===== config.mk =====
export PLATFORM = sky130hd
export DESIGN_NAME = mult_div_hilo_flat
export DESIGN_NICKNAME = d
export VERILOG_FILES = /design/src/rtl/mdu_pkg.sv /design/src/rtl/mult_div_hilo_if.sv /design/src/rtl/mult_div_hilo.sv /design/src/flat_wrapper.sv
export SDC_FILE = /design/constraint.sdc
export NUM_CORES = 1
export LEC_CHECK = 0
export ABC_AREA = 1
export CAP_MARGIN = 10
export CELL_PAD_IN_SITES_DETAIL_PLACEMENT = 1
export CELL_PAD_IN_SITES_GLOBAL_PLACEMENT = 1
export CORE_MARGIN = 3
export CORE_UTILIZATION = 42
export CTS_CLUSTER_DIAMETER = 50
export DETAILED_ROUTE_END_ITERATION = 12
export PLACE_DENSITY_LB_ADDON = 0.08
export SYNTH_ARGS = -nofsm -noshare
export SYNTH_HDL_FRONTEND = slang
export SYNTH_SLANG_ARGS = --single-unit

===== constraint.sdc =====
create_clock -name clk -period 4.5 [get_ports clk]
set_clock_uncertainty 0.2 [all_clocks]
set_input_delay 0.9 -clock clk [delete_from_list [all_inputs] [get_ports clk]]
set_output_delay 0.9 -clock clk [all_outputs]
set_load 0.05 [all_outputs]

===== src/rtl/mdu_pkg.sv =====
// Shared definitions for the HI/LO multiply/divide unit: opcodes, FSM states
// and the sizing helpers used by the datapath.
package mdu_pkg;

  localparam int DATA_W = 32;

  typedef enum logic [2:0] {
    OP_MULT  = 3'b000,
    OP_MULTU = 3'b001,
    OP_DIV   = 3'b010,
    OP_DIVU  = 3'b011,
    OP_MTHI  = 3'b100,
    OP_MTLO  = 3'b101
  } op_e;

  typedef enum logic [1:0] {
    ST_IDLE,
    ST_CALC,
    ST_FIX,
    ST_DONE
  } state_e;

  // Counter must hold 0..S_DATA-1 with headroom, hence one bit over clog2.
  function automatic int iter_width(input int s_data);
    return $clog2(s_data) + 1;
  endfunction

  function automatic logic op_is_valid(input logic [2:0] op);
    return (op <= OP_MTLO);
  endfunction

  function automatic logic op_is_long(input logic [2:0] op);
    return !op[2];
  endfunction

endpackage


===== src/rtl/mult_div_hilo_if.sv =====
// Issue/result bundle between the execute stage and the HI/LO unit.
interface mult_div_hilo_if
  import mdu_pkg::*;
#(
  parameter int S_DATA = DATA_W
);

  logic              Start;
  logic [2:0]        Op;
  logic [S_DATA-1:0] OpA;
  logic [S_DATA-1:0] OpB;
  logic              Busy;
  logic              Done;
  logic              DivZero;
  logic [S_DATA-1:0] Hi;
  logic [S_DATA-1:0] Lo;

  modport master (
    output Start, Op, OpA, OpB,
    input  Busy, Done, DivZero, Hi, Lo
  );

  modport slave (
    input  Start, Op, OpA, OpB,
    output Busy, Done, DivZero, Hi, Lo
  );

endinterface


===== src/rtl/mult_div_hilo.sv =====
// Iterative MIPS32 multiply/divide unit with architectural HI/LO registers.
// One shared (S_DATA+1)-bit adder serves both shift-add multiply and restoring divide.
module mult_div_hilo
  import mdu_pkg::*;
#(
  parameter int S_DATA = DATA_W
) (
  input logic             clk,
  input logic             rst_n,
  mult_div_hilo_if.slave  bus
);

  localparam int CNT_W = iter_width(S_DATA);
  localparam logic [CNT_W-1:0] LAST_ITER = CNT_W'(S_DATA - 1);

  state_e state, next_state;

  logic [2*S_DATA-1:0] acc;
  logic [S_DATA-1:0]   opnd;
  logic [S_DATA-1:0]   raw_a;
  logic [S_DATA-1:0]   hi;
  logic [S_DATA-1:0]   lo;
  logic [CNT_W-1:0]    count;
  logic                is_div;
  logic                neg_lo;
  logic                neg_hi;
  logic                div_zero;

  logic                busy;
  logic                accept;
  logic                signed_op;
  logic                div_op;
  logic                msb_a;
  logic                msb_b;
  logic [S_DATA-1:0]   a_mag;
  logic [S_DATA-1:0]   b_mag;

  logic [S_DATA-1:0]   acc_hi;
  logic [S_DATA-1:0]   acc_lo;
  logic [S_DATA:0]     add_x;
  logic [S_DATA:0]     add_y;
  logic [S_DATA:0]     sum;
  logic [2*S_DATA-1:0] acc_next;
  logic [2*S_DATA-1:0] prod;
  logic [S_DATA-1:0]   fix_hi;
  logic [S_DATA-1:0]   fix_lo;

  assign busy   = (state == ST_CALC) || (state == ST_FIX);
  assign accept = bus.Start && !busy && op_is_valid(bus.Op);

  // Operand decode at issue: signed ops work on magnitudes and remember the signs.
  always_comb begin
    signed_op = (bus.Op == OP_MULT) || (bus.Op == OP_DIV);
    div_op    = (bus.Op == OP_DIV)  || (bus.Op == OP_DIVU);
    msb_a     = bus.OpA[S_DATA-1];
    msb_b     = bus.OpB[S_DATA-1];
    a_mag     = (signed_op && msb_a) ? -bus.OpA : bus.OpA;
    b_mag     = (signed_op && msb_b) ? -bus.OpB : bus.OpB;
  end

  // Shared adder: multiply adds the multiplicand into the high half,
  // divide subtracts the divisor from the shifted partial remainder.
  always_comb begin
    acc_hi = acc[2*S_DATA-1:S_DATA];
    acc_lo = acc[S_DATA-1:0];
    if (is_div) begin
      add_x = {acc_hi, acc_lo[S_DATA-1]};
      add_y = ~{1'b0, opnd};
    end else begin
      add_x = {1'b0, acc_hi};
      add_y = acc_lo[0] ? {1'b0, opnd} : '0;
    end
    sum = add_x + add_y + (S_DATA+1)'(is_div);

    if (!is_div)
      acc_next = {sum, acc_lo[S_DATA-1:1]};
    else if (sum[S_DATA])
      acc_next = {add_x[S_DATA-1:0], acc_lo[S_DATA-2:0], 1'b0};
    else
      acc_next = {sum[S_DATA-1:0], acc_lo[S_DATA-2:0], 1'b1};
  end

  // Sign correction and divide-by-zero substitution applied on the FIX edge.
  always_comb begin
    prod = neg_lo ? -acc : acc;
    if (is_div) begin
      fix_lo = div_zero ? '1    : (neg_lo ? -acc_lo : acc_lo);
      fix_hi = div_zero ? raw_a : (neg_hi ? -acc_hi : acc_hi);
    end else begin
      fix_hi = prod[2*S_DATA-1:S_DATA];
      fix_lo = prod[S_DATA-1:0];
    end
  end

  always_ff @(posedge clk or negedge rst_n) begin
    if (!rst_n)
      state <= ST_IDLE;
    else
      state <= next_state;
  end

  always_comb begin
    next_state = state;
    unique case (state)
      ST_IDLE, ST_DONE: begin
        if (accept)
          next_state = op_is_long(bus.Op) ? ST_CALC : ST_DONE;
        else
          next_state = ST_IDLE;
      end
      ST_CALC: begin
        if (count == LAST_ITER)
          next_state = ST_FIX;
      end
      ST_FIX:  next_state = ST_DONE;
      default: next_state = ST_IDLE;
    endcase
  end

  always_ff @(posedge clk or negedge rst_n) begin
    if (!rst_n) begin
      acc      <= '0;
      opnd     <= '0;
      raw_a    <= '0;
      count    <= '0;
      is_div   <= 1'b0;
      neg_lo   <= 1'b0;
      neg_hi   <= 1'b0;
      div_zero <= 1'b0;
      hi       <= '0;
      lo       <= '0;
    end else if (accept) begin
      if (bus.Op == OP_MTHI) begin
        hi       <= bus.OpA;
        div_zero <= 1'b0;
      end else if (bus.Op == OP_MTLO) begin
        lo       <= bus.OpA;
        div_zero <= 1'b0;
      end else begin
        // Divide keeps the dividend in the low half; multiply keeps the multiplier there.
        acc      <= {{S_DATA{1'b0}}, (div_op ? a_mag : b_mag)};
        opnd     <= div_op ? b_mag : a_mag;
        raw_a    <= bus.OpA;
        count    <= '0;
        is_div   <= div_op;
        neg_lo   <= signed_op && (msb_a ^ msb_b);
        neg_hi   <= signed_op && div_op && msb_a;
        div_zero <= div_op && (bus.OpB == '0);
      end
    end else if (state == ST_CALC) begin
      acc   <= acc_next;
      count <= count + CNT_W'(1);
    end else if (state == ST_FIX) begin
      hi <= fix_hi;
      lo <= fix_lo;
    end
  end

  assign bus.Busy    = busy;
  assign bus.Done    = (state == ST_DONE);
  assign bus.DivZero = (state == ST_DONE) && div_zero;
  assign bus.Hi      = hi;
  assign bus.Lo      = lo;

endmodule

===== src/flat_wrapper.sv =====
// flat-port wrapper written by rule: the top's interface ports become plain ports
module mult_div_hilo_flat import mdu_pkg::*;
#(
  parameter int S_DATA = DATA_W
)
  (clk, rst_n, bus_Start, bus_Op, bus_OpA, bus_OpB, bus_Busy, bus_Done, bus_DivZero, bus_Hi, bus_Lo);
  mult_div_hilo_if #(.S_DATA(S_DATA)) bus_i ();
  input logic clk;
  input logic rst_n;
  input wire logic [$bits(bus_i.Start)-1:0] bus_Start;
  input wire logic [$bits(bus_i.Op)-1:0] bus_Op;
  input wire logic [$bits(bus_i.OpA)-1:0] bus_OpA;
  input wire logic [$bits(bus_i.OpB)-1:0] bus_OpB;
  output wire logic [$bits(bus_i.Busy)-1:0] bus_Busy;
  output wire logic [$bits(bus_i.Done)-1:0] bus_Done;
  output wire logic [$bits(bus_i.DivZero)-1:0] bus_DivZero;
  output wire logic [$bits(bus_i.Hi)-1:0] bus_Hi;
  output wire logic [$bits(bus_i.Lo)-1:0] bus_Lo;
  assign bus_i.Start = bus_Start;
  assign bus_i.Op = bus_Op;
  assign bus_i.OpA = bus_OpA;
  assign bus_i.OpB = bus_OpB;
  assign bus_Busy = bus_i.Busy;
  assign bus_Done = bus_i.Done;
  assign bus_DivZero = bus_i.DivZero;
  assign bus_Hi = bus_i.Hi;
  assign bus_Lo = bus_i.Lo;
  mult_div_hilo #(.S_DATA(S_DATA)) u_core (.clk(clk), .rst_n(rst_n), .bus(bus_i));
endmodule

======== Word-level counts from Yosys, hierarchy flattened ========
Index checks and enable logic that the tools add are counted.
cells by class
  add/subtract/negate cells ............... 8
  $lt $le $gt $ge ......................... 1
  equal/unequal tests ..................... 14
  multiplexer cells ....................... 39
  bitwise operators ....................... 4
  reduce and logical (&&, ||, !) cells .... 23
operator list
  kind                                                              count
  32-bit two-way mux                                                20
  64-bit two-way mux                                                7
  32-bit negator                                                    4
  33-bit two-way mux                                                2
  64-bit negator                                                    1
  33-bit by 1-bit adder with 33-bit output                          1
  33-bit adder                                                      1
  32-bit inverter with 33-bit output                                1
  32-bit logical NOT                                                1
  6-bit two-way mux                                                 4
  2-bit != test (second input constant)                             5
  1-bit logical AND                                                 9
  3-bit AND reduction                                               3
  6-bit by 1-bit adder with 6-bit output (second input constant)    1
  3-bit by 2-bit == test with 1-bit output (second input constant)  2
  3-bit == test (second input constant)                             2
  6-bit by 5-bit == test with 1-bit output (second input constant)  1
  2-bit two-way mux                                                 3
  2-bit case mux with 3 select lines                                1
  2-bit == test (second input constant)                             2
  4-bit AND reduction                                               1
  2-bit nonzero test                                                2
  3-bit <= comparator (second input constant)                       1
  3-bit logical NOT                                                 1
  9 further kinds                                                   13
word-level totals
  flip-flop bits (word level) ............. 204
  bits of input ports ..................... 70
  output and inout bits ................... 67

======== Depth between registers and ports, before layout ========
Gate-level depths: netlist (run 1).
  depth after elaboration ................. 8
  depth in mapped cells ................... 26

======== Least setup slack after synthesis (run 1) ========
OpenSTA, ideal clock, no wires.
  path type ............................... register to register
  from .................................... register u_core.is_div
  to ...................................... register u_core.acc[52]
  setup time .............................. 0.117 ns
  arrival time ............................ 3.374 ns
  required time ........................... 4.183 ns
  path slack .............................. 0.810 ns
  stages on the path, launching flop included .. 25
  path buffers ............................ 5
  clock period less this slack ............ 3.690 ns
  cells stage by stage .................... dfrtp_1 buf_2 buf_2 buf_2 buf_1 nor2_1 a21oi_1 fa_1 inv_1 fa_1 inv_1 nand3_1 nand2_1 nand2_1 nand2_2 nand2_2 nand2_2 nand2_2 nand3_1 nand2_4 buf_6 nand2_1 nand3_1 nand2_1 nand2_1
between the ends
  cells in the longest elaborated chain, start to end .. 7
  elaborated cells between the ends (all ways) .. 8
  those cells by class .................... 2 x add/sub; 6 x mux
RTL lines
  element                                   line                  text
  from (decl)                               mult_div_hilo.sv:24   logic is_div;
  from (signal assigned)                    mult_div_hilo.sv:145  is_div <= div_op;
  33-bit two-way mux                        mult_div_hilo.sv:66   if (is_div) begin
  33-bit adder                              mult_div_hilo.sv:73   sum = add_x + add_y + (S_DATA+1)'(is_div);
  33-bit by 1-bit adder with 33-bit output  mult_div_hilo.sv:73
  64-bit two-way mux                        mult_div_hilo.sv:77   else if (sum[S_DATA])
  64-bit two-way mux *                      mult_div_hilo.sv:75   if (!is_div)
  64-bit two-way mux *                      mult_div_hilo.sv:150  end else if (state == ST_CALC) begin
  64-bit two-way mux *                      mult_div_hilo.sv:132  end else if (accept) begin
  to (signal assigned)                      mult_div_hilo.sv:141  acc <= {{S_DATA{1'b0}}, (div_op ? a_mag : b_mag)};
  to (signal assigned)                      mult_div_hilo.sv:151  acc <= acc_next;
  to (decl)                                 mult_div_hilo.sv:18   logic [2*S_DATA-1:0] acc;
Mark *: on every way between the ends. The rest lies on a longest branch, timed or not. The select of a mux whose other input is x is not followed.
A chain may end at the register's enable or synchronous reset.

======== Worst setup path in the final report (run 1) ========
  from .................................... register u_core.is_div
  to ...................................... register u_core.acc[60]
Same word-level chain as after synthesis.

==> results of run 1 <==
[cell usage in the layout (no fill, tap or decap), types with 22 or more instances in the layout]
cell	n
nand2_1	1029
nand4_1	31
clkdlybuf4s50_1	135
ha_1	41
nor3_1	28
nand3_1	214
dfrtp_1	202
xor2_1	80
a32oi_1	22
clkbuf_16	29
a21oi_1	142
nor2_1	410
o211ai_1	27
o21ai_0	215
inv_1	307
buf_4	35
[final cells by class]
| type | count | area, µm² |
|---|---|---|
| diodes | 3 | 7.507 |
| inverters | 329 | 1235 |
| multi-input cells | 2390 | 11370 |
| fillers | 5861 | 21450 |
| well taps | 577 | 721.9 |
| clock inverters | 17 | 156.4 |
| clock buffers | 35 | 768.2 |
| repair buffers | 174 | 1688 |
| flip-flops and latches | 204 | 5110 |
[how the worst max path moves through the flow]
stage                  startpoint        endpoint  cells past startpoint
CTS                 u_core.is_div  u_core.acc[60]                     20
global route        u_core.is_div  u_core.acc[60]                     22
finish              u_core.is_div  u_core.acc[60]                     20
global placement    u_core.is_div  u_core.acc[60]                     20
detailed placement  u_core.is_div  u_core.acc[60]                     20
floorplan           u_core.is_div  u_core.acc[52]                     24
[layer usage]
metal	vias to the layer above	track usage, %
met2	850	60.50
li1	9963	-
met5	-	0
met3	229	7.472
met4	0	19.47
met1	10690	47.87
[stage by stage]
step	hold slack, ps	util (%)
detailed placement	270.8	47.35
CTS	284.8	49.52
global route	280.0	49.52
finish	243.7	49.54
floorplan	247.8	-
global placement	267.3	47.35
[logic make-up after synthesis]
logic type | after synthesis | share of synthesized area, %
and+or+nand+nor | 1762 | 39.09
AOI/OAI and AO/OA | 503 | 15.90
buffers and inverters | 474 | 10.23
DFF | 204 | 27.85
xor gates and xnor gates | 82 | 3.918
adders and majority gates | 43 | 3.017
[registers in the layout, indices dropped and copies added (netlist names)]
register	flops
u_core.neg_lo	1
u_core.is_div	1
u_core.neg_hi	1
u_core.bus.Hi	32
u_core.raw_a	32
u_core.state	2
u_core.bus.Lo	32
u_core.opnd	32
u_core.div_zero	1
u_core.count	6
u_core.acc	64
==> flow_summary.toml, run 1 <==
[global_route]
grt_pass1_wl_mm = 133.4
gr-total-overflow = 0
grt_max_degree = 105
grt_usage_pct = 37.57
antenna_found_initial = 3
grt_pass1_vias = 22060

[synthesis]
synth.largest_area_cell = "dfrtp_1"
synth_edf_count = 0
ys_top_cells_by_area = "dfrtp_1, nand2_1, nor2_1, inv_1, o21ai_0"
syn_nets = 3181
synth_top_area_share_pct = 27.85
synth_ff_type = "dfrtp_1"
yosysSeqAreaShare_pct = 27.85
synth.avg_cell_area_um2 = 5.975
ys_seq_elements = 204
synth_most_common_cell = "nand2_1"
syn_inst = 3068
synth.cell_area_mm2 = 0.01833
synthTopCellsByCount = "nand2_1, nor2_1, inv_1, o21ai_0, nand3_1"
ys_types = 52
synthArstFlopShare_pct = 100.0
ys_warn_count = 0

[clock_tree]
postCtsSetupRepairBufs = 0
cts_sinks = 204
htree_levels = 1
postCtsHoldBufs = 0
cts_buffers = 29
clk_pin_slew_ps = 60
cts_max_path_buffers = 3
ctsResizeCount = 0
cts_tree = "done"
clk_latency_ps = 580
clockRootBuffer = "clkbuf_16"

[timing]
finalWorstSetupSlack_ps = 393.2
timing.final.crit_share_pct = 91.26
rsz0062_at_grt = "no"
setup-violations-final = 0
min_period_ps = 4107
worst_pin_slew_ps = 1001
finalSetupTns_ps = 0
relSlewSlack_pct = 33.26
maxSlewViolCount = 0
max_freq_mhz = 243.5
hold_violations = 0

[worst_setup_path]
startpoint_type = "flop"
crit_top_cell = "nand2_1"
path_max_fanout = 36
crit_chain = "o21ai_0 -> fa_1 -> inv_1 -> fa_1 -> inv_1 -> nand3_1 -> nand2_1 -> nand2_1 -> nand2_2 -> nand2_2 -> nand2_2 -> nand2_2 -> nand2_2 -> nand2_1 -> nand2_2 -> nand2_1 -> nand2_1 -> nand2_1 -> nand2_1 -> nand2_1"
crit_buf_inv = 2
crit_type = "flop to flop"
required_ps = 4760
worst_ep_arrival_time_ps = 4360
reg2reg_from = "u_core.is_div"
r2r_slack_ps = 390
crit_path_end_kind = "flop"
worstRegToRegCells = 20
slowest_delay_ps = 640
r2r-end = "u_core.acc[60]"
cp_top_family = "simple AND/OR/NAND/NOR gates"
cp_slowest_cell = "dfrtp_4"

[floorplan]
dieWidth_um = 214.9
ios = 137
fp-row-count = 75
core_area_mm2 = 0.04251
dieArea_mm2 = 0.04619
die_h_um = 214.9
start_util_pct = 43.13

[drt]
drtIter0Drc = 1867
drt-wirelength-per-cell_um = 23.93
first_pass_iters = 5
route.detailed.drc = 0
dr_total_vias = 21730
wl_mm = 89.24
ant_nets = 0
wl_met2_mm = 40.65
wirelength_met1_mm = 36.31
wl_met3_mm = 6.752
routed.top_layer = "met4"
via_per_inst = 5.827

[place]
gp_congestion = 0.9961
dpl.hpwl_mm = 71.69
place_area_mm2 = 0.02013
dp_worst_setup_slack_ps = 427.3
dp_cells = 3674
port_buffers = 136

[status]
outcome = "completed"

[finish]
final-instance-count-excl-fill = 3729
drive_gt1_share_pct = 4.859
areaGrowthSynthToFinish_pct = 14.88
nets = 3241
postLayoutCellArea_mm2 = 0.02106

[job]
maxCapViolCount = 0

[min_path]
min-delay-path-class = "input port to async pin"
Power of run 1 is not shown: default switching activity piles up to over one toggle a cycle in this logic, so the estimate is an artifact.
==> run 2, diff against run 1 <==
--- a/config.mk
+++ b/config.mk
@@ -5,12 +5,11 @@
 export SDC_FILE = /design/constraint.sdc
 export NUM_CORES = 1
 export LEC_CHECK = 0
-export ABC_AREA = 1
 export CAP_MARGIN = 10
 export CELL_PAD_IN_SITES_DETAIL_PLACEMENT = 1
 export CELL_PAD_IN_SITES_GLOBAL_PLACEMENT = 1
 export CORE_MARGIN = 3
-export CORE_UTILIZATION = 42
+export CORE_UTILIZATION = 45
 export CTS_CLUSTER_DIAMETER = 50
 export DETAILED_ROUTE_END_ITERATION = 12
 export PLACE_DENSITY_LB_ADDON = 0.08
==> run 2 against run 1 <==
- worst hold slack worse by 14 ps
- sequential cell count unchanged
- highest routed layer unchanged
- first-iteration DRC count down 13%
- count of clock-buffer cells in the layout up 6
==> flow_summary.toml, run 2 <==
[status]
outcome = "completed"

[clock_tree]
clk_latency_ps = 550
clk_pin_slew_ps = 60
cts_sinks = 204
clockRootBuffer = "clkbuf_16"
cts_max_path_buffers = 3
postCtsHoldBufs = 0
cts_buffers = 34
cts_tree = "done"
ctsResizeCount = 0
postCtsSetupRepairBufs = 0
htree_levels = 2

[place]
port_buffers = 136
gp_congestion = 0.9569
dpl.hpwl_mm = 53.77

[synthesis]
synth_edf_count = 0
ys_warn_count = 0
synthTopCellsByCount = "nand2_1, o21ai_0, dfrtp_1, clkbuf_1, nor2_1"
yosysSeqAreaShare_pct = 31.17
synthArstFlopShare_pct = 100.0
ys_types = 73
syn_inst = 2098
synth_ff_type = "dfrtp_1"
synth.largest_area_cell = "dfrtp_1"
synth.avg_cell_area_um2 = 7.807
synth_top_area_share_pct = 31.17
synth.cell_area_mm2 = 0.01638
synth_most_common_cell = "nand2_1"
ys_top_cells_by_area = "dfrtp_1, nand2_1, o21ai_0, xnor2_1, mux2i_1"
syn_nets = 2211
ys_seq_elements = 204

[floorplan]
ios = 137
dieArea_mm2 = 0.03872
core_area_mm2 = 0.03574
dieWidth_um = 196.8
start_util_pct = 45.83
fp-row-count = 69
die_h_um = 196.8

[drt]
first_pass_iters = 5
wl_mm = 70.98
drt-wirelength-per-cell_um = 26.45
route.detailed.drc = 0
ant_nets = 0
drtIter0Drc = 1617
dr_total_vias = 17360
via_per_inst = 6.470

[global_route]
gr-total-overflow = 0
grt_pass1_vias = 17370
grt_usage_pct = 36.05
grt_pass1_wl_mm = 107.9
antenna_found_initial = 0
grt_max_degree = 99

[worst_setup_path]
crit_chain = "inv_1 -> o21ai_1 -> fa_1 -> inv_1 -> fa_1 -> nand2b_1 -> a21oi_1 -> o21ai_0 -> buf_4 -> o41ai_2 -> buf_4 -> o21ai_2 -> buf_4 -> xor2_1 -> a21oi_1 -> a221o_1"
reg2reg_from = "u_core.is_div"
crit_type = "flop to flop"
r2r-end = "u_core.acc[0]"
worst_ep_arrival_time_ps = 4540
cp_slowest_cell = "dfrtp_4"
slowest_delay_ps = 520
crit_top_cell = "buf_4"
required_ps = 4730
crit_path_end_kind = "flop"
r2r_slack_ps = 190
path_max_fanout = 10
worstRegToRegCells = 16
startpoint_type = "flop"

[timing]
hold_violations = 0
worst_pin_slew_ps = 946.5
rsz0062_at_grt = "no"
maxSlewViolCount = 0
timing.final.crit_share_pct = 95.83
finalSetupTns_ps = 0
max_freq_mhz = 231.9
setup-violations-final = 0
relSlewSlack_pct = 36.90
min_period_ps = 4312

[finish]
top_register = "u_core.acc"
nets = 2310
final_cell_mix = "nand2_1, o21ai_0, dfrtp_1"
insertedDiodeCount = 0
drive_gt1_share_pct = 10.76
final_common_cell = "nand2_1"
areaGrowthSynthToFinish_pct = 20.97
largest_register_ffs = 64

[pwr]
power.density_mw_per_mm2 = 835.8
leakage_nw = 8.105
total_power_mw = 16.56
ir_drop_mv = 0.4205

[job]
maxCapViolCount = 0

[min_path]
min-delay-path-class = "input port to async pin"
[run 2: cell count changes in the layout (fill, tap and decap cells not counted), moves of 69 or more]
cell / before / now
nand3_1: 214 / 38
buf_4: 35 / 109
nand2_1: 1029 / 349
inv_1: 307 / 31
xnor2_1: 2 / 110
mux2i_1: 0 / 69
nor2_1: 410 / 152
[run 2: where the power goes]
group          total (mW)  internal, mW  switching [mW]
Clock                2.97          1.90            1.07
Combinational        9.92          3.49            6.43
Sequential           3.67          2.66            1.01
[run 2: critical path, delay by kind of cell (launching register included)]
| family | cells | cell delay (ps) |
|---|---|---|
| XOR/XNOR | 1 | 490 |
| AO/OA/AOI/OAI | 7 | 1330 |
| flip-flops | 1 | 520 |
| buffers and inverters | 5 | 780 |
| adder cells (fa/ha/maj) | 2 | 680 |
| AND/OR/NAND/NOR | 1 | 190 |
[run 2: per-stage QoR]
step	worst slack (ps)	instance area, µm²	instances	hold slack, ps	utilization (%)
finish	187.5	19810	2683	229.5	55.44
global route	37.48	19810	2683	303.5	55.44
CTS	93.18	19810	2683	284.6	55.43
detailed placement	196.5	18550	2622	263.1	51.90
global placement	310.5	18550	2622	257.4	51.90
floorplan	53.46	16400	2098	240.3	-
[run 2: worst max-delay path by stage]
stage	start	endpoint	depth (start not counted)
global placement	u_core.is_div	u_core.acc[0]	17
finish	u_core.is_div	u_core.acc[0]	16
detailed placement	u_core.is_div	u_core.acc[0]	16
global route	u_core.is_div	u_core.acc[60]	17
floorplan	u_core.is_div	u_core.acc[60]	18
CTS	u_core.is_div	u_core.acc[0]	16
[run 2: logic make-up (layout without fill, tap and decap cells)]
| family | after synthesis | count (layout) | synth area share (%) |
|---|---|---|---|
| buffers and inverters | 220 | 344 | 5.210 |
| adders and majority gates | 43 | 43 | 3.376 |
| xor gates and xnor gates | 182 | 182 | 9.732 |
| DFF | 204 | 204 | 31.17 |
| muxes | 101 | 101 | 6.417 |
| and+or+nand+nor | 728 | 728 | 20.00 |
| AOI/OAI and AO/OA | 620 | 620 | 24.10 |
[run 2: area by class of cell]
type / count / area [µm²]
Clock buffer: 41 / 918.4
Clock inverter: 20 / 340.3
Fill cell: 4308 / 15930
Inverter: 33 / 123.9
Multi-Input combinational cell: 1674 / 10470
Sequential cell: 204 / 5109
Tap cell: 461 / 576.8
Timing Repair Buffer: 250 / 2275
[run 2: metal layers]
metal  routed length (µm)  global-route usage, %
met1                31300                  51.69
met3                 6088                  6.376
met4                 3336                  15.31
met2                30260                  53.70
met5                    0                      0
No activity file was read; power rests on OpenSTA's default activity.
